File: src/rtl/pwm_dec_pkg.sv
// Shared constants and state encoding for the RGB PWM duty decoder.
package pwm_dec_pkg;

  localparam int unsigned NUM_CH             = 3;
  localparam int unsigned DEFAULT_CNT_W      = 13;
  localparam int unsigned DEFAULT_MAX_PERIOD = 8191;

  localparam logic [1:0] ST_IDLE    = 2'd0;
  localparam logic [1:0] ST_MEASURE = 2'd1;
  localparam logic [1:0] ST_STUCK   = 2'd2;

  typedef enum logic [1:0] {
    StIdle    = ST_IDLE,
    StMeasure = ST_MEASURE,
    StStuck   = ST_STUCK
  } dec_state_e;

endpackage

File: src/rtl/pwm_channel_decoder.sv
// One PWM line: synchroniser, turn-on edge detect, period/on-time counters and report FSM.
module pwm_channel_decoder
  import pwm_dec_pkg::*;
#(
  parameter int unsigned CNT_W       = DEFAULT_CNT_W,
  parameter int unsigned MAX_PERIOD  = DEFAULT_MAX_PERIOD,
  parameter int unsigned SYNC_STAGES = 2,
  parameter bit          ACTIVE_LOW  = 1'b1
) (
  input  logic             clk,
  input  logic             rst_n,
  input  logic             pwm_i,
  output logic             valid_o,
  output logic [CNT_W-1:0] period_o,
  output logic [CNT_W-1:0] on_time_o,
  output logic             stuck_o,
  output logic             stuck_level_o
);

  localparam logic [CNT_W-1:0] MAX_CNT = CNT_W'(MAX_PERIOD);
  localparam logic [CNT_W-1:0] ONE_CNT = CNT_W'(1);

  logic [SYNC_STAGES-1:0] sync_q;
  logic                   prev_q;
  logic                   line_on;
  logic                   on_edge;
  logic                   at_max;

  dec_state_e       state_q, state_d;
  logic [CNT_W-1:0] per_cnt_q, per_cnt_d;
  logic [CNT_W-1:0] on_cnt_q, on_cnt_d;
  logic             valid_q, valid_d;
  logic [CNT_W-1:0] period_q, period_d;
  logic [CNT_W-1:0] on_time_q, on_time_d;
  logic             stuck_q, stuck_d;
  logic             stuck_level_q, stuck_level_d;

  assign line_on = ACTIVE_LOW ? ~sync_q[SYNC_STAGES-1] : sync_q[SYNC_STAGES-1];
  assign on_edge = line_on & ~prev_q;
  assign at_max  = (per_cnt_q == MAX_CNT);

  // Sync chain resets to the off level so reset release never looks like a turn-on.
  always_ff @(posedge clk or negedge rst_n) begin
    if (!rst_n) begin
      sync_q <= {SYNC_STAGES{ACTIVE_LOW}};
      prev_q <= 1'b0;
    end else begin
      sync_q <= {sync_q[SYNC_STAGES-2:0], pwm_i};
      prev_q <= line_on;
    end
  end

  always_comb begin
    state_d       = state_q;
    per_cnt_d     = per_cnt_q;
    on_cnt_d      = on_cnt_q;
    valid_d       = 1'b0;
    period_d      = period_q;
    on_time_d     = on_time_q;
    stuck_d       = stuck_q;
    stuck_level_d = stuck_level_q;

    unique case (state_q)
      StIdle, StMeasure: begin
        if (on_edge) begin
          if (state_q == StMeasure) begin
            valid_d       = 1'b1;
            period_d      = per_cnt_q;
            on_time_d     = on_cnt_q;
            stuck_d       = 1'b0;
            stuck_level_d = 1'b0;
          end
          state_d   = StMeasure;
          per_cnt_d = ONE_CNT;
          on_cnt_d  = ONE_CNT;
        end else if (at_max) begin
          // Counters stop here, so they can never wrap.
          valid_d       = 1'b1;
          period_d      = MAX_CNT;
          on_time_d     = line_on ? MAX_CNT : '0;
          stuck_d       = 1'b1;
          stuck_level_d = line_on;
          state_d       = StStuck;
        end else begin
          per_cnt_d = per_cnt_q + ONE_CNT;
          if (line_on) begin
            on_cnt_d = on_cnt_q + ONE_CNT;
          end
        end
      end
      StStuck: begin
        if (on_edge) begin
          state_d   = StMeasure;
          per_cnt_d = ONE_CNT;
          on_cnt_d  = ONE_CNT;
        end
      end
      default: state_d = StIdle;
    endcase
  end

  always_ff @(posedge clk or negedge rst_n) begin
    if (!rst_n) begin
      state_q       <= StIdle;
      per_cnt_q     <= '0;
      on_cnt_q      <= '0;
      valid_q       <= 1'b0;
      period_q      <= '0;
      on_time_q     <= '0;
      stuck_q       <= 1'b0;
      stuck_level_q <= 1'b0;
    end else begin
      state_q       <= state_d;
      per_cnt_q     <= per_cnt_d;
      on_cnt_q      <= on_cnt_d;
      valid_q       <= valid_d;
      period_q      <= period_d;
      on_time_q     <= on_time_d;
      stuck_q       <= stuck_d;
      stuck_level_q <= stuck_level_d;
    end
  end

  assign valid_o       = valid_q;
  assign period_o      = period_q;
  assign on_time_o     = on_time_q;
  assign stuck_o       = stuck_q;
  assign stuck_level_o = stuck_level_q;

endmodule

File: src/rtl/pwm_duty_decoder.sv
// Three-channel PWM capture: one decoder per R/G/B line, outputs packed per channel.
module pwm_duty_decoder
  import pwm_dec_pkg::*;
#(
  parameter int unsigned CNT_W       = DEFAULT_CNT_W,
  parameter int unsigned MAX_PERIOD  = DEFAULT_MAX_PERIOD,
  parameter int unsigned SYNC_STAGES = 2,
  parameter bit          ACTIVE_LOW  = 1'b1
) (
  input  logic                    clk,
  input  logic                    rst_n,
  input  logic [NUM_CH-1:0]       pwm_n,
  output logic [NUM_CH-1:0]       valid,
  output logic [NUM_CH*CNT_W-1:0] period,
  output logic [NUM_CH*CNT_W-1:0] on_time,
  output logic [NUM_CH-1:0]       stuck,
  output logic [NUM_CH-1:0]       stuck_level
);

  for (genvar i = 0; i < NUM_CH; i++) begin : g_ch
    pwm_channel_decoder #(
      .CNT_W      (CNT_W),
      .MAX_PERIOD (MAX_PERIOD),
      .SYNC_STAGES(SYNC_STAGES),
      .ACTIVE_LOW (ACTIVE_LOW)
    ) u_dec (
      .clk          (clk),
      .rst_n        (rst_n),
      .pwm_i        (pwm_n[i]),
      .valid_o      (valid[i]),
      .period_o     (period[i*CNT_W +: CNT_W]),
      .on_time_o    (on_time[i*CNT_W +: CNT_W]),
      .stuck_o      (stuck[i]),
      .stuck_level_o(stuck_level[i])
    );
  end

endmodule

File: config.mk
export PLATFORM = sky130hd
export DESIGN_NAME = pwm_duty_decoder
export DESIGN_NICKNAME = d
export VERILOG_FILES = /design/src/rtl/pwm_dec_pkg.sv /design/src/rtl/pwm_channel_decoder.sv /design/src/rtl/pwm_duty_decoder.sv
export SDC_FILE = /design/constraint.sdc
export NUM_CORES = 1
export LEC_CHECK = 0
export ABC_AREA = 1
export CAP_MARGIN = 40
export CORE_MARGIN = 2
export CORE_UTILIZATION = 35
export CTS_CLUSTER_DIAMETER = 40
export DETAILED_ROUTE_END_ITERATION = 8
export SETUP_SLACK_MARGIN = 0.1
export SLEW_MARGIN = 20
export SYNTH_ARGS = -nofsm -noshare
export SYNTH_HDL_FRONTEND = slang
export SYNTH_HIERARCHICAL = 1
export SYNTH_SLANG_ARGS = --single-unit
File: constraint.sdc
create_clock -name clk -period 2.9 [get_ports clk]
set_clock_uncertainty 0.15 [all_clocks]
set_input_delay 0.87 -clock clk [delete_from_list [all_inputs] [get_ports clk]]
set_output_delay 0.87 -clock clk [all_outputs]
set_load 0.1 [all_outputs]
==> results of run 1 <==
logic make-up (layout without fill, tap and decap cells):
family,count (synthesis),in the layout,synth area share (%)
compound gates,190,190,12.2
simple gates,632,632,31.6
buf+inv,112,198,6.31
flops,180,180,48.8
xor+xnor,3,3,0.284
fa+ha+maj,6,6,0.813
registers in the layout, indices dropped and copies added, names as in the netlist:
signal,cells
g_ch.u_dec/prev_q,3
g_ch.u_dec/stuck_level_o,3
g_ch.u_dec/valid_o,3
g_ch.u_dec/period_o,39
g_ch.u_dec/state_q,6
g_ch.u_dec/on_time_o,39
g_ch.u_dec/sync_q,6
g_ch.u_dec/stuck_o,3
g_ch.u_dec/on_cnt_q,39
g_ch.u_dec/per_cnt_q,39
worst max path at each step:
stage / startpoint / to / slack, ps / depth (start not counted)
after floorplan: g_ch[0].u_dec/on_time_o[0] / on_time[0] / 970 / 0
after global placement: g_ch[2].u_dec/prev_q / g_ch[2].u_dec/per_cnt_q[5] / 750 / 8
after detailed placement: g_ch[2].u_dec/prev_q / g_ch[2].u_dec/on_cnt_q[6] / 750 / 8
after CTS: g_ch[0].u_dec/stuck_level_o / stuck_level[0] / 650 / 1
after global routing: g_ch[2].u_dec/prev_q / g_ch[2].u_dec/on_cnt_q[6] / 470 / 8
final: g_ch[0].u_dec/stuck_level_o / stuck_level[0] / 670 / 1
through the flow:
stage	std cells	area [µm²]	utilization (%)	power (mW)	worst slack, ps
after floorplan	1123	9240	-	4.76	969
after global placement	1512	10100	38.9	5.25	748
after detailed placement	1512	10100	38.9	5.26	747
after CTS	1544	10700	41.3	7.81	655
after global routing	1544	10700	41.3	8.08	474
final	1544	10700	41.3	7.70	669
synthesized netlist by cell type (all sizes together) (8+ instances only):
| master | number |
|---|---|
| nand3 | 85 |
| nand4 | 22 |
| o21ai | 146 |
| buf | 31 |
| nor2 | 222 |
| o21bai | 10 |
| nand3b | 8 |
| nand2 | 286 |
| dfrtp | 174 |
| clkbuf | 12 |
| a21oi | 33 |
| inv | 69 |
cells in the final DEF (no fill, tap or decap), drive strengths merged:
cell type and count:
o21ai 146, clkinvlp 2, clkbuf 20, clkdlybuf4s50 3, inv 75, nand2 286
nand3 85, a21oi 33, buf 93, nor3b 2, dfrtp 174, ha 6
nor2 222, dfstp 6, o21a 1, nand3b 8, nor3 2, or2 5
clkinv 1, bufinv 4, o21bai 10, xor2 3, nand4 22
routing by layer:
metal  share of wire (%)  GRT usage, %
met1                  49          21.3
met4                 1.2          4.01
met5                   0             0
met3                 4.9          3.97
met2                  45          24.5
where the power goes:
part | leakage, nW | switching, mW | internal, mW
logic | 2.33 | 1.68 | 0.476
clock network | 0.301 | 1.03 | 1.46
registers | 2.31 | 0.258 | 2.79
total | 4.95 | 2.97 | 4.73
final cells by class:
cell class	count	area, µm²
inverters	69	269
flip-flops and latches	180	4510
clock buffers	19	433
fillers	2583	15200
well taps	335	419
clock inverters	13	195
repair buffers	97	767
multi-input cells	831	4140
==> impl_metrics.json, run 1 <==
{
  "powerDensity_mw_per_mm2": 717,
  "core_mm2": 0.0260,
  "place_hpwl_um": 14000,
  "vias": 7411,
  "r2r_cells": 8,
  "yosys_register_bits": 180,
  "yosys.area.top_type": "dfrtp_1",
  "finalSetupTns_ps": 0,
  "status": "completed",
  "start_util_pct": 35.6,
  "crit_family": "flip-flops",
  "max-cap-violations": 0,
  "r2r_end": "g_ch[2].u_dec/on_cnt_q[6]",
  "post_cts_buffers": 0,
  "grt_usage_pct": 15.5,
  "syn_area_mm2": 0.00924,
  "seq_area_frac_synth_pct": 48.8,
  "worstReg2RegStart": "g_ch[2].u_dec/prev_q",
  "num_rows": 59,
  "wire_per_inst_um": 13.2,
  "holdBufCountCts": 0,
  "synthToLayoutAreaGrowth_pct": 16.2,
  "path_buf_inv": 1,
  "cp.required_ps": 1880,
  "worstSkewPairLatency_ps": 420,
  "grt_pass1_wl_um": 36100,
  "hold_end": "g_ch[0].u_dec/sync_q[1]",
  "die_w_um": 166,
  "hold_path_depth": 0,
  "rsz0062_at_grt": "false",
  "antenna_left": 0,
  "synthCells": 1123,
  "crit_path_end_kind": "primary output",
  "cts.sinks": 180,
  "io_pins": 92,
  "ir_drop_v": 0.000421,
  "drt_iter0_drc": 427,
  "worst-path-max-fanout": 2,
  "critPathSlowestCell": "dfrtp_1",
  "nNetsFinal": 1207,
  "overflow": 0,
  "cts_tree": "done",
  "setup_violations": 0,
  "drc": 0,
  "fin_crit_ps": 2230,
  "drt-pass1-iter-count": 5,
  "critPathArrivalTime_ps": 1210,
  "h-tree-depth": 4,
  "drive_gt1_share_pct": 20.0,
  "post-route-period-util_pct": 76.9,
  "fp.dieH_um": 166,
  "synth_top_area_share_pct": 47.1,
  "path_clk_slew_ps": 60,
  "yosysWarnings": 6,
  "start_kind": "flop",
  "fp.dieArea_mm2": 0.0277,
  "cts_made_buffers": 17,
  "max_freq_mhz": 448,
  "diodes": 0,
  "hold_class": "flop to flop",
  "viasPerCell": 4.80,
  "p_leak_nw": 4.95,
  "syn-num-nets": 1134,
  "crit_chain": "buf_4",
  "r2r_slack_ps": 750,
  "io_buffers": 91,
  "hold_viol_final": 0,
  "post_cts_resized": 0,
  "crit_type": "flop to primary output",
  "grt_max_degree": 55,
  "gp_congestion": 0.816,
  "slew_viol_final": 0,
  "routed_wl_um": 20400,
  "ys_types": 36,
  "async_reset_ff_share_pct": 100,
  "tightestPinTransition_ps": 769,
  "worstHoldStart": "g_ch[0].u_dec/sync_q[0]",
  "max_stage_delay_ps": 460,
  "synth_ff_type": "dfrtp_1",
  "slew_headroom_pct": 48.6,
  "cts-root-buf": "clkbuf_16",
  "grt_pass1_vias": 7181,
  "syn_avg_cell_area_um2": 8.23,
  "fin_worst_hold_slack_ps": 207,
  "antenna_found_initial": 0,
  "cts_buffer_depth": 2,
  "synth_area_leaders": "dfrtp_1 (47%), nand2_1 (10%), nor2_1 (8.2%)",
  "synth_edf_count": 0
}
Power figures use the tool's default switching activity.
==> run 2, diff against run 1 <==
- clock period: 2.9 -> 2 ns (I/O delays scaled with it)
==> impl_metrics.json, run 2 (synthesis gave the netlist of run 1 again) <==
{
  "critPathSlowestCell": "dfrtp_1",
  "viasPerCell": 4.99,
  "nFillCells": 2398,
  "status": "completed",
  "grt_pass1_wl_um": 37000,
  "cp.required_ps": 2160,
  "setup_violations": 0,
  "grt_max_degree": 52,
  "p_leak_nw": 5.86,
  "slew_headroom_pct": 38.9,
  "cts.sinks": 180,
  "routed_wl_um": 23700,
  "core_mm2": 0.0260,
  "path_clk_slew_ps": 70,
  "slew_viol_final": 0,
  "cts_buffer_depth": 2,
  "max_stage_delay_ps": 440,
  "critPathArrivalTime_ps": 2060,
  "antenna_left": 0,
  "cts_made_buffers": 17,
  "max_freq_mhz": 527,
  "worstSkewPairLatency_ps": 420,
  "crit_chain": "ha_4 -> nand2_4 -> nor2_4 -> nand2_4 -> nor2_4 -> nand3_4 -> buf_12 -> nand3_4 -> o21ai_0",
  "fin_crit_ps": 1900,
  "drt-pass1-iter-count": 5,
  "crit_path_end_kind": "flop",
  "post-route-period-util_pct": 95.0,
  "rsz0062_at_grt": "true",
  "nNetsFinal": 1274,
  "place_hpwl_um": 14800,
  "crit_type": "flop to flop",
  "cts_tree": "done",
  "finalPower_mw": 12.1,
  "finalSetupTns_ps": 0,
  "max-cap-violations": 0,
  "drc": 0,
  "drt_iter0_drc": 394,
  "grt_pass1_vias": 7438,
  "start_kind": "flop",
  "tightestPinTransition_ps": 915,
  "drive_gt1_share_pct": 29.2,
  "fp.dieH_um": 166,
  "diodes": 0,
  "hold_class": "flop to flop",
  "io_buffers": 91,
  "start_util_pct": 35.6,
  "die_w_um": 166,
  "cts-root-buf": "clkbuf_16",
  "layout_commonest_cell": "nand2_1",
  "ir_drop_v": 0.000562,
  "powerDensity_mw_per_mm2": 932,
  "hold_viol_final": 0,
  "antenna_found_initial": 0,
  "synthToLayoutAreaGrowth_pct": 40.2,
  "wire_per_inst_um": 14.7,
  "overflow": 0,
  "grt_usage_pct": 16.1,
  "gp_congestion": 0.831,
  "num_rows": 59,
  "worst-path-max-fanout": 7,
  "vias": 8025,
  "io_pins": 92,
  "h-tree-depth": 4,
  "layout_common_cells": "nand2_1 (242), nor2_1 (184), dfrtp_1 (172), buf_12 (94), o21ai_0 (64)",
  "fp.dieArea_mm2": 0.0277
}
[run 2: worst max-delay path, delay by kind of cell (launching register included)]
kind	cells	cell delay [ps]
buffers and inverters	1	210
and+or+nand+nor	6	710
AOI/OAI and AO/OA	1	100
adders and majority gates	1	180
DFF	1	440
[run 2: what timing repair did]
item | in CTS | in global routing
endpoints found under the hold margin | 6 | 0
gates cloned | 1 | 17
setup buffers | 3 | 19
pin swaps | 3 | 34
endpoints found under the setup margin | 27 | 144
resized for setup | 6 | 117
hold buffers | 1 | 0
[run 2: worst paths after layout]
kind / startpoint / to / slack [ps] / cells after the start
min in group asynchronous: rst_n / g_ch[0].u_dec/on_cnt_q[11] / 440 / 2
hold reg to reg: g_ch[1].u_dec/sync_q[0] / g_ch[1].u_dec/sync_q[1] / 210 / 0
max in group asynchronous: rst_n / g_ch[1].u_dec/sync_q[0] / 750 / 3
hold / removal: g_ch[1].u_dec/sync_q[0] / g_ch[1].u_dec/sync_q[1] / 210 / 0
setup reg to reg: g_ch[1].u_dec/per_cnt_q[1] / g_ch[1].u_dec/per_cnt_q[10] / 100 / 9
setup / recovery: g_ch[1].u_dec/per_cnt_q[1] / g_ch[1].u_dec/per_cnt_q[10] / 100 / 9
[run 2: final cells by class]
| class | count | area, µm² | area share (%) |
|---|---|---|---|
| clock buffers | 22 | 484 | 3.74 |
| inverters | 69 | 294 | 2.27 |
| clock inverters | 8 | 125 | 0.966 |
| well taps | 335 | 419 | 3.24 |
| flip-flops and latches | 180 | 4510 | 34.8 |
| multi-input cells | 845 | 4710 | 36.4 |
| repair buffers | 150 | 2400 | 18.6 |
[run 2: metrics by stage]
step | std cells | util, % | area [µm²] | setup WS (ps) | hold WS, ps
after floorplan | 1123 | - | 9240 | 245 | 154
after global placement | 1538 | 44.0 | 11400 | 56.3 | 197
after detailed placement | 1538 | 44.0 | 11400 | -65.2 | 197
after CTS | 1573 | 46.6 | 12100 | 107 | 208
after global routing | 1609 | 49.9 | 13000 | 7.39 | 212
final | 1609 | 49.9 | 13000 | 101 | 208
[run 2: report_power, final]
group	switching (mW)	total, mW	internal [mW]
Sequential	0.532	4.58	4.04
Clock	1.44	3.53	2.09
Combinational	2.56	3.98	1.42
[run 2: metal layers]
layer | GRT usage [%] | share of wire [%] | up-vias
met5 | 0 | 0 | -
met4 | 4.54 | 1.3 | 0
met3 | 4.13 | 5.5 | 19
met2 | 26.3 | 49 | 171
met1 | 21.2 | 45 | 3865
li1 | - | - | 3970
==> run 3, diff against run 2 <==
- CTS_BUF_LIST: not set -> sky130_fd_sc_hd__clkbuf_2
==> impl_metrics.json, run 3 (synthesis gave the netlist of run 1 again) <==
{
  "crit_type": "flop to primary output",
  "finalPower_mw": 10.5,
  "slew_headroom_pct": 55.1,
  "met1_usage_pct": 21.2,
  "tightestPinTransition_ps": 673,
  "grt_max_degree": 52,
  "status": "finished with violations",
  "nNetsFinal": 1301,
  "crit_chain": "buf_12",
  "path_buf_inv": 1,
  "gr-usage-met2_pct": 26.6,
  "crit_path_end_kind": "primary output",
  "path_depth": 1,
  "cts_made_buffers": 17,
  "setup_violations": 87,
  "die_w_um": 166,
  "grt_pass1_wl_um": 37200,
  "fin_util_pct": 48.8,
  "overflow": 0,
  "antenna_found_initial": 1,
  "worst_slack_ps": -173,
  "p_leak_nw": 5.81,
  "drive_gt1_share_pct": 28.1,
  "grt_busiest_layer": "met2",
  "crit_start": "g_ch[1].u_dec/stuck_level_o",
  "final_cells": 1639,
  "crit_family": "flip-flops",
  "cp.required_ps": 1250,
  "hold_viol_final": 0,
  "fin_crit_ps": 2170,
  "place_hpwl_um": 14800,
  "finalSetupTns_ps": -9790,
  "max_stage_delay_ps": 510,
  "viasPerCell": 4.90,
  "drc": 0,
  "vias": 8037,
  "post-route-period-util_pct": 109,
  "fp.dieH_um": 166,
  "gp_congestion": 0.831,
  "drt-pass1-iter-count": 5,
  "io_buffers": 91,
  "io_pins": 92,
  "wire_per_inst_um": 14.3,
  "layout_commonest_cell": "nand2_1",
  "hold_path_depth": 1,
  "num_rows": 59,
  "cts_buffer_depth": 2,
  "r2r_cells": 10,
  "rsz0062_at_grt": "true",
  "cts-root-buf": "clkbuf_2",
  "violations": "negative setup slack",
  "max-cap-violations": 0,
  "powerDensity_mw_per_mm2": 831,
  "worstReg2RegStart": "g_ch[1].u_dec/per_cnt_q[1]",
  "start_kind": "flop",
  "synthToLayoutAreaGrowth_pct": 37.2,
  "start_util_pct": 35.6,
  "r2r_end": "g_ch[1].u_dec/on_cnt_q[8]",
  "cts_tree": "done",
  "grt_usage_pct": 16.1,
  "max_freq_mhz": 460,
  "worst-path-max-fanout": 2,
  "drt_iter0_drc": 357,
  "hold_class": "primary input to flop",
  "core_mm2": 0.0260,
  "slew_viol_final": 0,
  "met3_usage_pct": 4.47,
  "fp.dieArea_mm2": 0.0277,
  "layout_common_cells": "nand2_1 (250), nor2_1 (199), dfrtp_1 (171), buf_12 (97), buf_4 (66)",
  "antenna_left": 0,
  "grt_pass1_vias": 7476,
  "dp.cells": 1538,
  "h-tree-depth": 4,
  "placed_area_mm2": 0.0114,
  "worstSkewPairLatency_ps": 730,
  "cp-endpoint": "stuck_level[1]",
  "critPathArrivalTime_ps": 1420,
  "ir_drop_v": 0.000519,
  "routed_wl_um": 23400,
  "path_clk_slew_ps": 270,
  "critPathSlowestCell": "dfrtp_2",
  "fin_area_mm2": 0.0127,
  "r2r_slack_ps": 100,
  "cts.sinks": 180
}
## run 3: cell count changes in the layout (fill, tap and decap cells not counted), moves of 6 or more
cell       delta
nand2_1       +8
o21ai_2       -8
buf_4        +26
o21ai_1      +11
nand2_2       -9
nand3_2       +6
nor2_4        -8
nor2_2        -7
nor2_1       +15
clkbuf_16    -18
clkbuf_2     +18
## run 3: area by class of cell
cell class / instances / area [µm²]
clock inverter: 12 / 140
inverter: 69 / 293
tap: 335 / 419
sequential: 180 / 4520
fill: 2423 / 13300
clock buffer: 18 / 90.1
antenna: 3 / 7.51
multi-input combinational: 844 / 4590
timing repair buffer: 178 / 2630
## run 3: power breakdown
part	leakage, nW	switching [mW]	internal, mW	total (mW)
combinational	3.36	2.58	1.48	4.06
sequential	2.31	0.499	4.04	4.54
clock	0.140	1.26	0.670	1.93
## run 3: worst min-delay path by stage
stage,startpoint,end,slack [ps]
6_report,pwm_n[2],g_ch[2].u_dec/sync_q[0],110
5_1_grt,pwm_n[2],g_ch[2].u_dec/sync_q[0],9
4_1_cts,rst_n,g_ch[0].u_dec/on_cnt_q[8],5
3_5_place_dp,g_ch[2].u_dec/sync_q[0],g_ch[2].u_dec/sync_q[1],200
3_3_place_gp,g_ch[0].u_dec/sync_q[0],g_ch[0].u_dec/sync_q[1],200
2_1_floorplan,rst_n,g_ch[0].u_dec/on_cnt_q[0],150
## run 3: timing repair
action,4_1_cts,5_1_grt
hold endpoints to repair,180,5
hold buffers,2,2
cloned,1,14
resized for setup,24,59
setup buffers,23,26
pin swaps,15,36
setup endpoints to repair,119,214
## run 3: routing by layer
layer | up-vias | routed length (µm) | part of all wire (%)
met5 | - | 0 | 0
met4 | 0 | 163 | 0.70
met3 | 14 | 1230 | 5.2
met2 | 166 | 11300 | 48
met1 | 3838 | 10700 | 46
li1 | 4019 | - | -
## run 3: per-stage QoR
step	hold slack [ps]	worst slack, ps
CTS	5.42	-274
floorplan	154	245
detailed placement	197	-65.2
global route	8.61	-317
global placement	197	56.3
finish	110	-173
